==> src/rtl/ram_sp_arbiter_pkg.sv <==
// Shared types for the single-port RAM arbiter.
//   NREQ        : number of requesters (fixed at 2)
//   owner_t     : requester index
//   owner_tag_t : {valid, owner} tag used for lock ownership and read return
package ram_sp_arbiter_pkg;

  localparam int NREQ = 2;

  typedef logic [0:0] owner_t;

  typedef struct packed {
    logic   valid;
    owner_t owner;
  } owner_tag_t;

  typedef owner_tag_t rd_tag_t;

  function automatic logic [NREQ-1:0] owner_onehot(input owner_t o);
    logic [NREQ-1:0] r;
    r    = '0;
    r[o] = 1'b1;
    return r;
  endfunction

endpackage

==> src/rtl/ram_sp_arbiter_if.sv <==
// Requester-side bus of the RAM arbiter.
//   req/lock/req_we : per-requester request, lock and write enable
//   req_addr        : requester i address at [i*ADDR_WIDTH +: ADDR_WIDTH]
//   req_wdata       : requester i write data at [i*DATA_WIDTH +: DATA_WIDTH]
//   gnt             : one-hot combinational grant
//   rvalid/rdata    : tagged read return, 2 cycles after the grant
// master = requester side, slave = arbiter side.
interface ram_sp_arbiter_if #(
  parameter int DATA_WIDTH = 8,
  parameter int ADDR_WIDTH = 8
);
  import ram_sp_arbiter_pkg::*;

  logic [NREQ-1:0]            req;
  logic [NREQ-1:0]            lock;
  logic [NREQ-1:0]            req_we;
  logic [NREQ*ADDR_WIDTH-1:0] req_addr;
  logic [NREQ*DATA_WIDTH-1:0] req_wdata;
  logic [NREQ-1:0]            gnt;
  logic [NREQ-1:0]            rvalid;
  logic [DATA_WIDTH-1:0]      rdata;

  modport master (
    output req, lock, req_we, req_addr, req_wdata,
    input  gnt, rvalid, rdata
  );

  modport slave (
    input  req, lock, req_we, req_addr, req_wdata,
    output gnt, rvalid, rdata
  );

endinterface

==> src/rtl/ram_sp_arbiter_rr_arbiter2.sv <==
// Pure two-way round-robin grant logic with lock override.
//   req        : request vector
//   last_gnt   : index granted most recently
//   lock_owner : requester holding the lock (valid=0 means none)
//   gnt        : one-hot grant
module rr_arbiter2
  import ram_sp_arbiter_pkg::*;
(
  input  logic [NREQ-1:0] req,
  input  owner_t          last_gnt,
  input  owner_tag_t      lock_owner,
  output logic [NREQ-1:0] gnt
);

  always_comb begin
    gnt = '0;
    if (lock_owner.valid && req[lock_owner.owner]) begin
      gnt = owner_onehot(lock_owner.owner);
    end else begin
      case (req)
        2'b01:   gnt = 2'b01;
        2'b10:   gnt = 2'b10;
        2'b11:   gnt = (last_gnt == 1'b1) ? 2'b01 : 2'b10;
        default: gnt = '0;
      endcase
    end
  end

endmodule

==> src/rtl/ram_sp_arbiter.sv <==
// Round-robin arbiter and sequencer sharing one single-port, 1-cycle
// synchronous-read RAM between two requesters, with lock for atomic RMW.
//   clk, rst     : clock, synchronous active-high reset
//   bus          : requester-side interface (slave modport)
//   ram_address  : RAM address
//   ram_data_in  : RAM write data
//   ram_we       : RAM write enable
//   ram_cs       : RAM chip select
//   ram_data_out : RAM read data (registered inside the RAM)
module ram_sp_arbiter
  import ram_sp_arbiter_pkg::*;
#(
  parameter int DATA_WIDTH = 8,
  parameter int ADDR_WIDTH = 8
) (
  input  logic                  clk,
  input  logic                  rst,
  ram_sp_arbiter_if.slave       bus,
  output logic [ADDR_WIDTH-1:0] ram_address,
  output logic [DATA_WIDTH-1:0] ram_data_in,
  output logic                  ram_we,
  output logic                  ram_cs,
  input  logic [DATA_WIDTH-1:0] ram_data_out
);

  owner_t                last_gnt_q,   last_gnt_d;
  owner_tag_t            lock_owner_q, lock_owner_d;
  rd_tag_t               rd_pend_q,    rd_pend_d;
  logic [NREQ-1:0]       rvalid_q,     rvalid_d;
  logic [DATA_WIDTH-1:0] rdata_q,      rdata_d;

  logic [NREQ-1:0] arb_gnt;
  logic [NREQ-1:0] gnt;
  owner_t          gnt_idx;

  rr_arbiter2 u_arb (
    .req        (bus.req),
    .last_gnt   (last_gnt_q),
    .lock_owner (lock_owner_q),
    .gnt        (arb_gnt)
  );

  // Grant and RAM mux; nothing is granted while reset is held.
  always_comb begin
    gnt         = rst ? '0 : arb_gnt;
    gnt_idx     = '0;
    ram_we      = 1'b0;
    ram_address = '0;
    ram_data_in = '0;
    for (int unsigned i = 0; i < NREQ; i++) begin
      if (gnt[i]) begin
        gnt_idx     = owner_t'(i);
        ram_we      = bus.req_we[i];
        ram_address = bus.req_addr[i*ADDR_WIDTH +: ADDR_WIDTH];
        ram_data_in = bus.req_wdata[i*DATA_WIDTH +: DATA_WIDTH];
      end
    end
    ram_cs = |gnt;
  end

  always_comb begin
    last_gnt_d   = last_gnt_q;
    // A locked owner that keeps req is always granted, so "no grant this
    // cycle" also covers the owner dropping req: the lock falls away.
    lock_owner_d = '0;
    if (|gnt) begin
      last_gnt_d         = gnt_idx;
      lock_owner_d.valid = bus.lock[gnt_idx];
      lock_owner_d.owner = gnt_idx;
    end

    rd_pend_d.valid = ram_cs & ~ram_we;
    rd_pend_d.owner = gnt_idx;

    rvalid_d = rd_pend_q.valid ? owner_onehot(rd_pend_q.owner) : '0;
    rdata_d  = rd_pend_q.valid ? ram_data_out : rdata_q;
  end

  always_ff @(posedge clk) begin
    if (rst) begin
      last_gnt_q   <= owner_t'(1);
      lock_owner_q <= '0;
      rd_pend_q    <= '0;
      rvalid_q     <= '0;
      rdata_q      <= '0;
    end else begin
      last_gnt_q   <= last_gnt_d;
      lock_owner_q <= lock_owner_d;
      rd_pend_q    <= rd_pend_d;
      rvalid_q     <= rvalid_d;
      rdata_q      <= rdata_d;
    end
  end

  assign bus.gnt    = gnt;
  assign bus.rvalid = rvalid_q;
  assign bus.rdata  = rdata_q;

endmodule

==> src/flat_wrapper.sv <==
// flat-port wrapper written by rule: the top's interface ports become plain ports
module ram_sp_arbiter_flat import ram_sp_arbiter_pkg::*;
#(
  parameter int DATA_WIDTH = 8,
  parameter int ADDR_WIDTH = 8
)
  (clk, rst, ram_address, ram_data_in, ram_we, ram_cs, ram_data_out, bus_req, bus_lock, bus_req_we, bus_req_addr, bus_req_wdata, bus_gnt, bus_rvalid, bus_rdata);
  ram_sp_arbiter_if #(.DATA_WIDTH(DATA_WIDTH), .ADDR_WIDTH(ADDR_WIDTH)) bus_i ();
  input  logic clk;
  input  logic rst;
  output logic [ADDR_WIDTH-1:0] ram_address;
  output logic [DATA_WIDTH-1:0] ram_data_in;
  output logic ram_we;
  output logic ram_cs;
  input  logic [DATA_WIDTH-1:0] ram_data_out;
  input wire logic [$bits(bus_i.req)-1:0] bus_req;
  input wire logic [$bits(bus_i.lock)-1:0] bus_lock;
  input wire logic [$bits(bus_i.req_we)-1:0] bus_req_we;
  input wire logic [$bits(bus_i.req_addr)-1:0] bus_req_addr;
  input wire logic [$bits(bus_i.req_wdata)-1:0] bus_req_wdata;
  output wire logic [$bits(bus_i.gnt)-1:0] bus_gnt;
  output wire logic [$bits(bus_i.rvalid)-1:0] bus_rvalid;
  output wire logic [$bits(bus_i.rdata)-1:0] bus_rdata;
  assign bus_i.req = bus_req;
  assign bus_i.lock = bus_lock;
  assign bus_i.req_we = bus_req_we;
  assign bus_i.req_addr = bus_req_addr;
  assign bus_i.req_wdata = bus_req_wdata;
  assign bus_gnt = bus_i.gnt;
  assign bus_rvalid = bus_i.rvalid;
  assign bus_rdata = bus_i.rdata;
  ram_sp_arbiter #(.DATA_WIDTH(DATA_WIDTH), .ADDR_WIDTH(ADDR_WIDTH)) u_core (.clk(clk), .rst(rst), .bus(bus_i), .ram_address(ram_address), .ram_data_in(ram_data_in), .ram_we(ram_we), .ram_cs(ram_cs), .ram_data_out(ram_data_out));
endmodule
==> config.mk <==
export PLATFORM = sky130hd
export DESIGN_NAME = ram_sp_arbiter_flat
export DESIGN_NICKNAME = d
export VERILOG_FILES = /design/src/rtl/ram_sp_arbiter_pkg.sv /design/src/rtl/ram_sp_arbiter_if.sv /design/src/rtl/ram_sp_arbiter_rr_arbiter2.sv /design/src/rtl/ram_sp_arbiter.sv /design/src/flat_wrapper.sv
export SDC_FILE = /design/constraint.sdc
export NUM_CORES = 1
export LEC_CHECK = 0
export ABC_AREA = 1
export BUFFER_PORTS_ARGS = -buffer_cell sky130_fd_sc_hd__buf_2
export CAP_MARGIN = 25
export CORE_ASPECT_RATIO = 0.75
export CORE_UTILIZATION = 33
export DETAILED_ROUTE_END_ITERATION = 8
export GPL_TIMING_DRIVEN = 0
export PLACE_DENSITY_LB_ADDON = 0.08
export SLEW_MARGIN = 0
export SYNTH_ARGS = -nofsm -noshare
export SYNTH_HDL_FRONTEND = slang
export SYNTH_SLANG_ARGS = --single-unit
==> constraint.sdc <==
create_clock -name clk -period 1.1 [get_ports clk]
set_input_delay 0.11 -clock clk [delete_from_list [all_inputs] [get_ports clk]]
set_output_delay 0.11 -clock clk [all_outputs]
set_load 0.1 [all_outputs]
==> summary.txt, run 1 <==
Routing
  • Total Wirelength: about 5400 µm
  • DRC viols: 0
  • First DRT Iteration DRCs: between 60 and 70
  • Wire per inst: roughly 21 µm
  • Via/cell ratio: around 5.2
  • Total vias in the final route: 1345
  • ANT nets after route: 0
  • Detailed Routing Iterations Pass 1: 4

CTS
  • Cts bufs inserted: 3
  • TritonCTS clock tree: done
  • Clk sink count: 15
  • Clk slew on worst S/H paths: around 0.090 ns
  • H-tree levels: 1
  • Root Driver: clkbuf_4
  • Worst skew pair latency: 0.29 ns
  • Max Buffers Root-to-Sink: 2
  • CTS Hold Buffers Added: 0

Critical path
  • Critical path data required time: 0.99 ns
  • CP max FO: 8
  • Startpoint types: flip-flop
  • Worst Setup SP: u_core.lock_owner_q[0]
  • Flop2flop setup slack: -0.35 ns
  • Setup CP Type: reg -> out
  • CP Capture Type: output pin
  • Critical path arrival: 1.75 ns
  • Reg2Reg Launch Point: u_core.lock_owner_q[0]

Die
  • Die ar.: roughly 0.0029 mm²
  • I/O Pins: just under 80
  • Total core area: ~0.0024 mm²
  • Initial core utilization: 0.366
  • Chip Height: between 40 and 50 µm
  • Rows: 15
  • DIE WIDTH: ~62 µm

STA
  • Worst slew margin: 0.683
  • Final setup fails: 25
  • Setup ws final: -0.757 ns
  • Fmax: 0.538 GHz
  • Setup TNS: -14.98 ns
  • Skew final: approximately 0.0052 ns
  • Final critical-path share of the clock period: 1.69
  • RSZ-0062 raised after global routing: yes
  • WHS: roughly 0.04 ns
  • Final hold vios: 0
  • Post-route minimum period: between 1.5 and 2 ns
  • Worst Max-Slew Pin Slew: about 0.48 ns
  • Slew Viols, Final: 0

Global route
  • First-pass GRT wire length: ~5300 µm
  • Initial antenna violation count: 0
  • Remaining Overflow, GRT: 0
  • GRT Total Usage: 0.269
  • Vias in the first global route: ~1200
  • Largest net degree at the start of global routing: 11

Place
  • Placed instance area: 0.00162 mm²
  • Input/output buffers: 77
  • HPWL reported at the end of detailed placement: 2100 µm
  • GPL Wtd Cong: 0.754

Hold path
  • Hold path startpoint: rst
  • Worst hold path type: in -> reg

Synth
  • Avg Inst Size Synth: roughly 7 µm²
  • FF+latch count, synth: 15
  • Sequential element share of the synthesized area: 0.342
  • Cell variety after synth: 22
  • Mapped Nets: between 150 and 200
  • Synth Instances: roughly 130
  • Synth warn: 0
  • Mapped Area: slightly below 900 µm²

Layout
  • Area growth, synth to finish: 163%
  • Design Area, Final: between 0.002 and 0.0025 mm²
  • Fraction of layout cells with a size suffix above 1: 0.759
  • Final nets: approximately 270
  • N_diodes: 0

Power
  • Pwr Total: roughly 2.6 mW
  • VDD IR-drop max: roughly 950 µV
  • Pwr dens: roughly 1100 mW/mm²
  • P_leak: roughly 1.2 nW

Run
  • Maxcap violations: 0

Outcome
  • Status: complete, but fails checks
  • Violated checks: negative setup slack
## cells in the final DEF, fill, tap and decap left out, types with 3 or more instances in the layout
master	n
clkbuf_4	4
o21ai_2	3
o21ai_0	8
nand2_8	18
buf_12	24
nand2_1	10
nand2_4	22
inv_2	3
nand3_1	3
dfxtp_2	9
buf_4	21
inv_1	4
nor2_1	17
buf_2	47
buf_6	3
dfxtp_1	6
nand2_2	7
## registers in the layout, indices dropped and copies added, names as in the netlist
| register | count |
|---|---|
| u_core.bus.rdata | 8 |
| u_core.bus.rvalid | 2 |
| u_core.lock_owner_q | 2 |
| u_core.rd_pend_q | 2 |
| u_core.last_gnt_q | 1 |
## per-stage QoR
step	std cells	setup slack [ns]	util
after floorplan	126	-0.320	-
after global placement	237	-0.610	0.674
after detailed placement	237	-0.672	0.674
after CTS	250	-0.715	0.880
after global routing	258	-0.819	0.961
final	258	-0.757	0.961
## synth_stat cells
library cell  instances  share of area
o21ai_1               3          0.017
o21ai_0               8          0.046
dfxtp_1              15           0.34
nand4_1               2          0.014
nand3_2               1          0.011
inv_1                 6          0.026
inv_2                 2         0.0086
clkinv_1              1         0.0043
nand2_2              21           0.15
and3_1                1         0.0071
inv_6                 1          0.010
clkbuf_1              1         0.0043
nor2_8                1          0.023
buf_4                 1         0.0086
nor3_1                1         0.0057
buf_12                2          0.046
nand2_1              34           0.15
nand3_1               4          0.023
nor2_1               17          0.073
buf_2                 1         0.0057
nand2_4               2          0.026
a21oi_1               1         0.0057
## area by class of cell
cell class	count	area, µm²
buffer	5	71.3
clock buffer	4	26.3
fill	56	93.8
inverter	10	57.6
multi-input combinational	96	922
sequential	15	312
tap	34	42.5
timing repair buffer	93	872
timing repair inverter	1	5.00
## where the power goes
part	leakage, nW	switching (mW)	total [mW]	internal [mW]
Combinational	1.01	1.09	1.64	0.549
Clock	0.0150	0.183	0.324	0.141
Sequential	0.127	0.0338	0.627	0.594
Total	1.15	1.31	2.59	1.28
## worst paths after layout
check / end / cells after the start
min reg2reg: u_core.bus.rvalid[0] / 1
max reg2reg: u_core.rd_pend_q[1] / 10
max: ram_data_in[0] / 11
min: u_core.bus.rvalid[0] / 2
## logic make-up after synthesis
kind of cell           count (synthesis)  share of synthesized area
AO/OA/AOI/OAI                         12                     0.0684
flip-flops                            15                      0.342
AND/OR/NAND/NOR                       84                      0.477
buffers and inverters                 15                      0.113
## repair_timing
item / CTS / global route
pin swaps: 4 / 6
setup endpoints to repair: 31 / 34
cloned: 1 / 2
endpoints found under the hold margin: 0 / 0
resized for setup: 98 / 35
buffers inserted: 8 / 8
## worst max-delay path, cell delays in order (launching register included)
cell     delay (ns)
dfxtp_2        0.38
inv_2          0.05
nand2_2        0.08
nand3_4        0.10
nand2_4        0.09
nand2_4        0.07
nor2_8         0.11
buf_12         0.13
buf_12         0.14
nand2_4        0.07
nand2_8        0.06
buf_12         0.16
## metal layers
layer  global-route usage  wire length [µm]  vias up
li1                     -                 -      585
met1                0.247              1670      615
met2                0.581              2850      113
met3               0.0646               538       32
met4               0.0667               308        0
met5                    0                 0        -
Power figures use the tool's default switching activity.
==> run 2: changes to the inputs <==
Settings changed: HOLD_SLACK_MARGIN from default to 0.05.
==> summary.txt, run 2 (same netlist as run 1, synthesis figures left out) <==
Layout
  • Filler instances: 44 (-21%)
  • Design Area, Final: 0.00233 mm² (+0.87%)
  • Final Non-Filler Cells: 260 (+0.78%)
  • Commonest non-fill, non-tap cell in the layout: buf_2
  • Reg area: 312 µm² (unchanged)
  • Final nets: 275 (+0.73%)
  • Multi-input combinational cell area: 922 µm² (unchanged)
  • Area growth, synth to finish: 165%
  • Max reg flops: 8 (unchanged)
  • Most frequent cells in the layout: buf_2 (47), buf_12 (24), nand2_4 (22)
  • Fin util: 0.969 (+0.00833)
  • N_diodes: 0 (unchanged)
  • Fraction of layout cells with a size suffix above 1: 0.752 (-0.00672)

Critical path
  • CP max FO: 9 (+1)
  • Reg2Reg Depth: 10 (unchanged)
  • Critical path arrival: 1.76 ns (about the same)
  • Flop2flop setup slack: -0.32 ns (+0.03 ns)
  • CP max stage cell: dfxtp_2
  • Critical path's largest stage delay: 0.38 ns (about the same)
  • Setup CP Type: reg -> out
  • Reg-to-reg critical path endpoint: u_core.rd_pend_q[1]
  • Cell mode on critical path: nand2_4
  • CP Cell Sequence: inv_2 > nand2_2 > nand3_4 > nand2_4 > nand2_4 > nand2_4 > clkinv_8 > buf_12 > nand2_2 > nand2_8 > buf_12
  • Startpoint types: flip-flop
  • CP Capture Type: output pin
  • Reg2Reg Launch Point: u_core.lock_owner_q[0]
  • Critical path data required time: 0.99 ns (about the same)

Die
  • DIE WIDTH: 61.6 µm (unchanged)
  • Initial core utilization: 0.366 (unchanged)
  • I/O Pins: 78 (unchanged)
  • Total core area: 0.00240 mm² (unchanged)
  • Rows: 15 (unchanged)
  • Die ar.: 0.00287 mm² (unchanged)
  • Chip Height: 46.7 µm (unchanged)

STA
  • Setup ws final: -0.766 ns (-0.00866 ns)
  • Final setup fails: 26 (+4.0%)
  • WHS: 0.0537 ns (+0.0145 ns)
  • Skew final: 0.00601 ns (+0.000774 ns)
  • Worst Max-Slew Pin Slew: 0.467 ns (-0.00914 ns)
  • RSZ-0062 raised after global routing: yes
  • Post-route minimum period: 1.87 ns (+0.00866 ns)
  • Final critical-path share of the clock period: 1.70 (+0.00787)
  • Worst slew margin: 0.689 (+0.00609)
  • Final hold vios: 0 (unchanged)
  • Slew Viols, Final: 0 (unchanged)
  • Fmax: 0.536 GHz (-0.46%)

CTS
  • Clk slew on worst S/H paths: 0.10 ns (about the same)
  • Worst skew pair latency: 0.29 ns (about the same)
  • TritonCTS clock tree: done
  • H-tree levels: 1 (unchanged)
  • Max Buffers Root-to-Sink: 2 (unchanged)
  • Cts bufs inserted: 3 (unchanged)
  • Clk sink count: 15 (unchanged)
  • Root Driver: clkbuf_4

Global route
  • GRT Total Usage: 0.265 (-0.00414)
  • Remaining Overflow, GRT: 0 (unchanged)
  • Initial antenna violation count: 0 (unchanged)
  • Vias in the first global route: 1219 (-0.41%)
  • First-pass GRT wire length: 5330 µm (+0.13%)
  • Largest net degree at the start of global routing: 11 (unchanged)

Place
  • Cells after DPL: 237 (unchanged)
  • GPL Wtd Cong: 0.754 (unchanged)
  • HPWL reported at the end of detailed placement: 2100 µm (unchanged)
  • Placed instance area: 0.00162 mm² (unchanged)
  • Input/output buffers: 77 (unchanged)

Routing
  • Wire per inst: 21.4 µm (+3.0%)
  • Detailed Routing Iterations Pass 1: 4 (unchanged)
  • Via/cell ratio: 5.33 (+2.3%)
  • DRC viols: 0 (unchanged)
  • First DRT Iteration DRCs: 79 (+20%)
  • ANT nets after route: 0 (unchanged)
  • Total vias in the final route: 1386 (+3.0%)
  • Total Wirelength: 5570 µm (+3.8%)

Power
  • VDD IR-drop max: 824 µV (-14%)
  • P_leak: 1.16 nW (+0.73%)
  • Pwr Total: 2.60 mW (+0.30%)
  • Pwr dens: 1120 mW/mm² (-0.57%)

Hold path
  • Hold path startpoint: ram_data_out[2]
  • Worst hold path type: in -> reg
  • Worst Hold Depth: 3 (+1)
  • Hold Path Sink: u_core.bus.rdata[2]

Outcome
  • Violated checks: negative setup slack
  • Status: complete, but fails checks

Run
  • Maxcap violations: 0 (unchanged)
-- run 2: critical path: cells and delay by family, from the launching register on --
family	cells	cell delay [ns]
DFF	1	0.38
and+or+nand+nor	7	0.64
buffers and inverters	4	0.44
-- run 2: how the worst max path moves through the flow --
stage                           startpoint        endpoint  cells past startpoint
finish              u_core.lock_owner_q[0]  ram_data_in[4]                     11
global route        u_core.lock_owner_q[0]  ram_data_in[4]                     11
CTS                 u_core.lock_owner_q[0]  ram_data_in[0]                     11
detailed placement  u_core.lock_owner_q[1]  ram_data_in[4]                      8
global placement    u_core.lock_owner_q[1]  ram_address[6]                      8
floorplan           u_core.lock_owner_q[0]  ram_address[5]                      9
-- run 2: where the power goes --
group | leakage [nW] | internal, mW | switching (mW)
Clock | 0.0150 | 0.141 | 0.189
Combinational | 1.02 | 0.554 | 1.09
Sequential | 0.127 | 0.594 | 0.0345
-- run 2: final cells by class --
cell class,count,share of cell area
Multi-Input combinational cell,96,0.396
Timing Repair Buffer,95,0.383
Sequential cell,15,0.134
Buffer,5,0.0306
Inverter,10,0.0247
Tap cell,34,0.0183
Clock buffer,4,0.0113
Timing Repair inverter,1,0.00215
-- run 2: per-layer routing --
| metal | share of wire | up-vias | wire length, µm | GRT usage |
|---|---|---|---|---|
| li1 | - | 595 | - | - |
| met3 | 0.078 | 32 | 432 | 0.0590 |
| met1 | 0.30 | 646 | 1690 | 0.260 |
| met5 | 0 | - | 0 | 0 |
| met4 | 0.066 | 0 | 365 | 0.0667 |
| met2 | 0.55 | 113 | 3080 | 0.553 |
-- run 2: metrics by stage --
stage / setup slack [ns] / TNS, ns
after floorplan: -0.320 / -4.39
after global placement: -0.610 / -10.75
after detailed placement: -0.672 / -11.89
after CTS: -0.715 / -13.72
after global routing: -0.818 / -17.05
final: -0.766 / -14.95
-- run 2: repair_timing --
action                                  CTS  global route
gates cloned                              1             2
hold buffers                              2             0
buffers inserted                          8             8
pin swaps                                 4             6
endpoints found under the hold margin     2             0
resized for setup                        98            35
endpoints found under the setup margin   31            34
==> run 3: changes to the inputs <==
Settings changed: ABC_AREA 1 to default, CORE_UTILIZATION 33 to 32.
==> summary.txt, run 3 <==
Outcome
  • Status: complete, but fails checks
  • Violated checks: negative setup slack

CTS
  • Root Driver: clkbuf_4
  • Max Buffers Root-to-Sink: 2 (unchanged)
  • Clk slew on worst S/H paths: 0.08 ns (-0.02 ns)
  • Cts bufs inserted: 3 (unchanged)
  • Worst skew pair latency: 0.28 ns (about the same)
  • H-tree levels: 1 (unchanged)
  • Clk sink count: 15 (unchanged)
  • TritonCTS clock tree: done

Die
  • Rows: 15 (unchanged)
  • Initial core utilization: 0.350 (-0.0154)
  • DIE WIDTH: 60.7 µm (-1.3%)
  • Chip Height: 46.1 µm (-1.3%)
  • I/O Pins: 78 (unchanged)
  • Die ar.: 0.00280 mm² (-2.7%)
  • Total core area: 0.00236 mm² (-1.6%)

Synth
  • Post-synthesis xor/xnor area fraction: 0 (unchanged)
  • Synth warn: 0 (unchanged)
  • Cell variety after synth: 23 (+4.5%)
  • Simple-gate area share of the yosys netlist: 0.0937 (-0.384)
  • Synth Area in Adders: 0 (unchanged)
  • Largest family of logic cells by synthesized area: compound AO/OA/AOI/OAI gates
  • Most frequent cell after synthesis: a22o_2
  • Sequential element share of the synthesized area: 0.363 (+0.0207)
  • Avg Inst Size Synth: 10.4 µm² (+49%)
  • FF+latch count, synth: 15 (unchanged)
  • Dominant cell type by area after synthesis: dfxtp_1
  • Synth Flop Type: dfxtp_1
  • Mapped Nets: 128 (-26%)
  • Synth Instances: 80 (-37%)
  • Synth top cells by count: a22o_2 (17), dfxtp_1 (15), mux2i_1 (8), nor2_1 (8), a21oi_1 (4)
  • Number of synthesized flops with an enable pin: 0 (unchanged)
  • Synth top area share: 0.363 (+0.0207)
  • Compound-Gate Fraction of Synth Area: 0.376 (+0.308)
  • Mapped Area: 828 µm² (-5.7%)
  • Synth top area cells: dfxtp_1 (36%), a22o_2 (21%), mux2i_1 (9.7%)
  • Mux share of post-synthesis cell area: 0.0967 (+0.0967)
  • Post-synth ARST share: 0 (unchanged)

Global route
  • Remaining Overflow, GRT: 0 (unchanged)
  • Initial antenna violation count: 0 (unchanged)
  • Largest net degree at the start of global routing: 11 (unchanged)
  • First-pass GRT wire length: 4070 µm (-24%)
  • Vias in the first global route: 952 (-22%)
  • GRT Total Usage: 0.199 (-0.0662)

Critical path
  • Setup CP Type: reg -> out
  • Critical path arrival: 1.78 ns (+0.02 ns)
  • CP Capture Type: output pin
  • CP max FO: 10 (+1)
  • Critical path data required time: 0.99 ns (about the same)
  • Startpoint types: flip-flop

STA
  • Setup TNS: -14.81 ns (+0.145 ns)
  • RSZ-0062 raised after global routing: yes
  • Final critical-path share of the clock period: 1.72 (+0.0257)
  • Final hold vios: 0 (unchanged)
  • Post-route minimum period: 1.89 ns (+0.0282 ns)
  • Worst Max-Slew Pin Slew: 0.342 ns (-0.125 ns)
  • Final setup fails: 21 (-19%)
  • Skew final: 0.00395 ns (-0.00206 ns)
  • Setup ws final: -0.794 ns (-0.0282 ns)
  • Fmax: 0.528 GHz (-1.5%)
  • Slew Viols, Final: 0 (unchanged)
  • Worst slew margin: 0.772 (+0.0832)

Layout
  • Final nets: 211 (-23%)
  • Filler instances: 177 (+300%)
  • Design Area, Final: 0.00174 mm² (-25%)
  • Commonest non-fill, non-tap cell in the layout: buf_2
  • Area growth, synth to finish: 110%
  • N_diodes: 0 (unchanged)
  • Most frequent cells in the layout: buf_2 (47), buf_12 (21), buf_4 (13)
  • Fraction of layout cells with a size suffix above 1: 0.765 (+0.0132)
  • Max reg flops: 8 (unchanged)

Place
  • Placed instance area: 0.00135 mm² (-17%)
  • HPWL reported at the end of detailed placement: 1720 µm (-18%)
  • Input/output buffers: 75 (-2.6%)
  • GPL Wtd Cong: 0.849 (+13%)

Routing
  • First DRT Iteration DRCs: 5 (-94%)
  • Wire per inst: 13.5 µm (-37%)
  • Total Wirelength: 2650 µm (-52%)
  • Detailed Routing Iterations Pass 1: 3 (-1)
  • Total vias in the final route: 957 (-31%)
  • ANT nets after route: 0 (unchanged)
  • DRC viols: 0 (unchanged)
  • Via/cell ratio: 4.88 (-8.4%)

Power
  • Pwr Total: 2.02 mW (-22%)
  • P_leak: 0.817 nW (-30%)
  • Pwr dens: 1160 mW/mm² (+4.1%)
  • VDD IR-drop max: 768 µV (-6.8%)

Hold path
  • Worst hold path type: in -> reg

Run
  • Maxcap violations: 0 (unchanged)
## run 3: changes by cell type after synthesis, sizes merged, moves of 3 or more
cell / change
nand2: -54
a22o: +17
o21ai: -11
nor2: -10
mux2i: +8
inv: -7
nand3: -5
a311oi: +4
a21oi: +3
## run 3: area by class of cell
cell class,instances,area [µm²],area share
sequential,15,314,0.180
inverter,2,7.51,0.00431
buffer,6,62.6,0.0359
timing repair buffer,80,741,0.425
tap,34,42.5,0.0244
clock buffer,4,26.3,0.0151
multi-input combinational,55,548,0.315
## run 3: path summary, 6_finish.rpt
| check | start | depth (start not counted) | slack (ns) | end |
|---|---|---|---|---|
| worst max-delay path | u_core.last_gnt_q | 6 | -0.79 | ram_data_in[6] |
| worst min-delay path | ram_data_out[0] | 3 | 0.06 | u_core.bus.rdata[0] |
| worst max register to register | u_core.last_gnt_q | 4 | -0.11 | u_core.rd_pend_q[1] |
| worst min register to register | u_core.rd_pend_q[0] | 1 | 0.41 | u_core.bus.rvalid[0] |
## run 3: worst max-delay path, cell delays in order (launching register included)
cell	delay, ns
dfxtp_2	0.33
or2_0	0.22
buf_4	0.16
a311oi_4	0.23
buf_6	0.22
a22o_4	0.17
buf_12	0.17
## run 3: kinds of logic after synthesis
group | Yosys count
DFF | 15
muxes | 8
buffers and inverters | 10
and+or+nand+nor | 16
AOI/OAI and AO/OA | 31
## run 3: metal layers
layer,share of wire,vias to the layer above,track usage
met2,0.53,40,0.389
li1,-,473,-
met1,0.40,442,0.215
met5,0,-,0
met4,0.0026,0,0.0273
met3,0.066,2,0.0618
## run 3: power breakdown
| group | switching (mW) | total (mW) | internal (mW) | leakage, nW |
|---|---|---|---|---|
| combinational | 0.697 | 1.12 | 0.424 | 0.675 |
| sequential | 0.0234 | 0.599 | 0.576 | 0.127 |
| clock | 0.164 | 0.305 | 0.141 | 0.0150 |
| total | 0.884 | 2.02 | 1.14 | 0.817 |
## run 3: stage by stage
stage	cells	setup WS (ns)	utilization	hold WS (ns)
after floorplan	80	-0.606	-	0.257
after global placement	189	-0.925	0.570	0.345
after detailed placement	189	-1.01	0.570	0.353
after CTS	196	-0.800	0.731	0.0562
after global routing	196	-0.848	0.737	0.0745
final	196	-0.794	0.737	0.0601
## run 3: what timing repair did
| item | CTS | global route |
|---|---|---|
| pin swaps | 5 | 2 |
| endpoints found under the hold margin | 0 | 0 |
| resized for setup | 94 | 5 |
| setup endpoints to repair | 41 | 33 |
| hold buffers | 0 | 0 |
| buffers inserted | 5 | 0 |
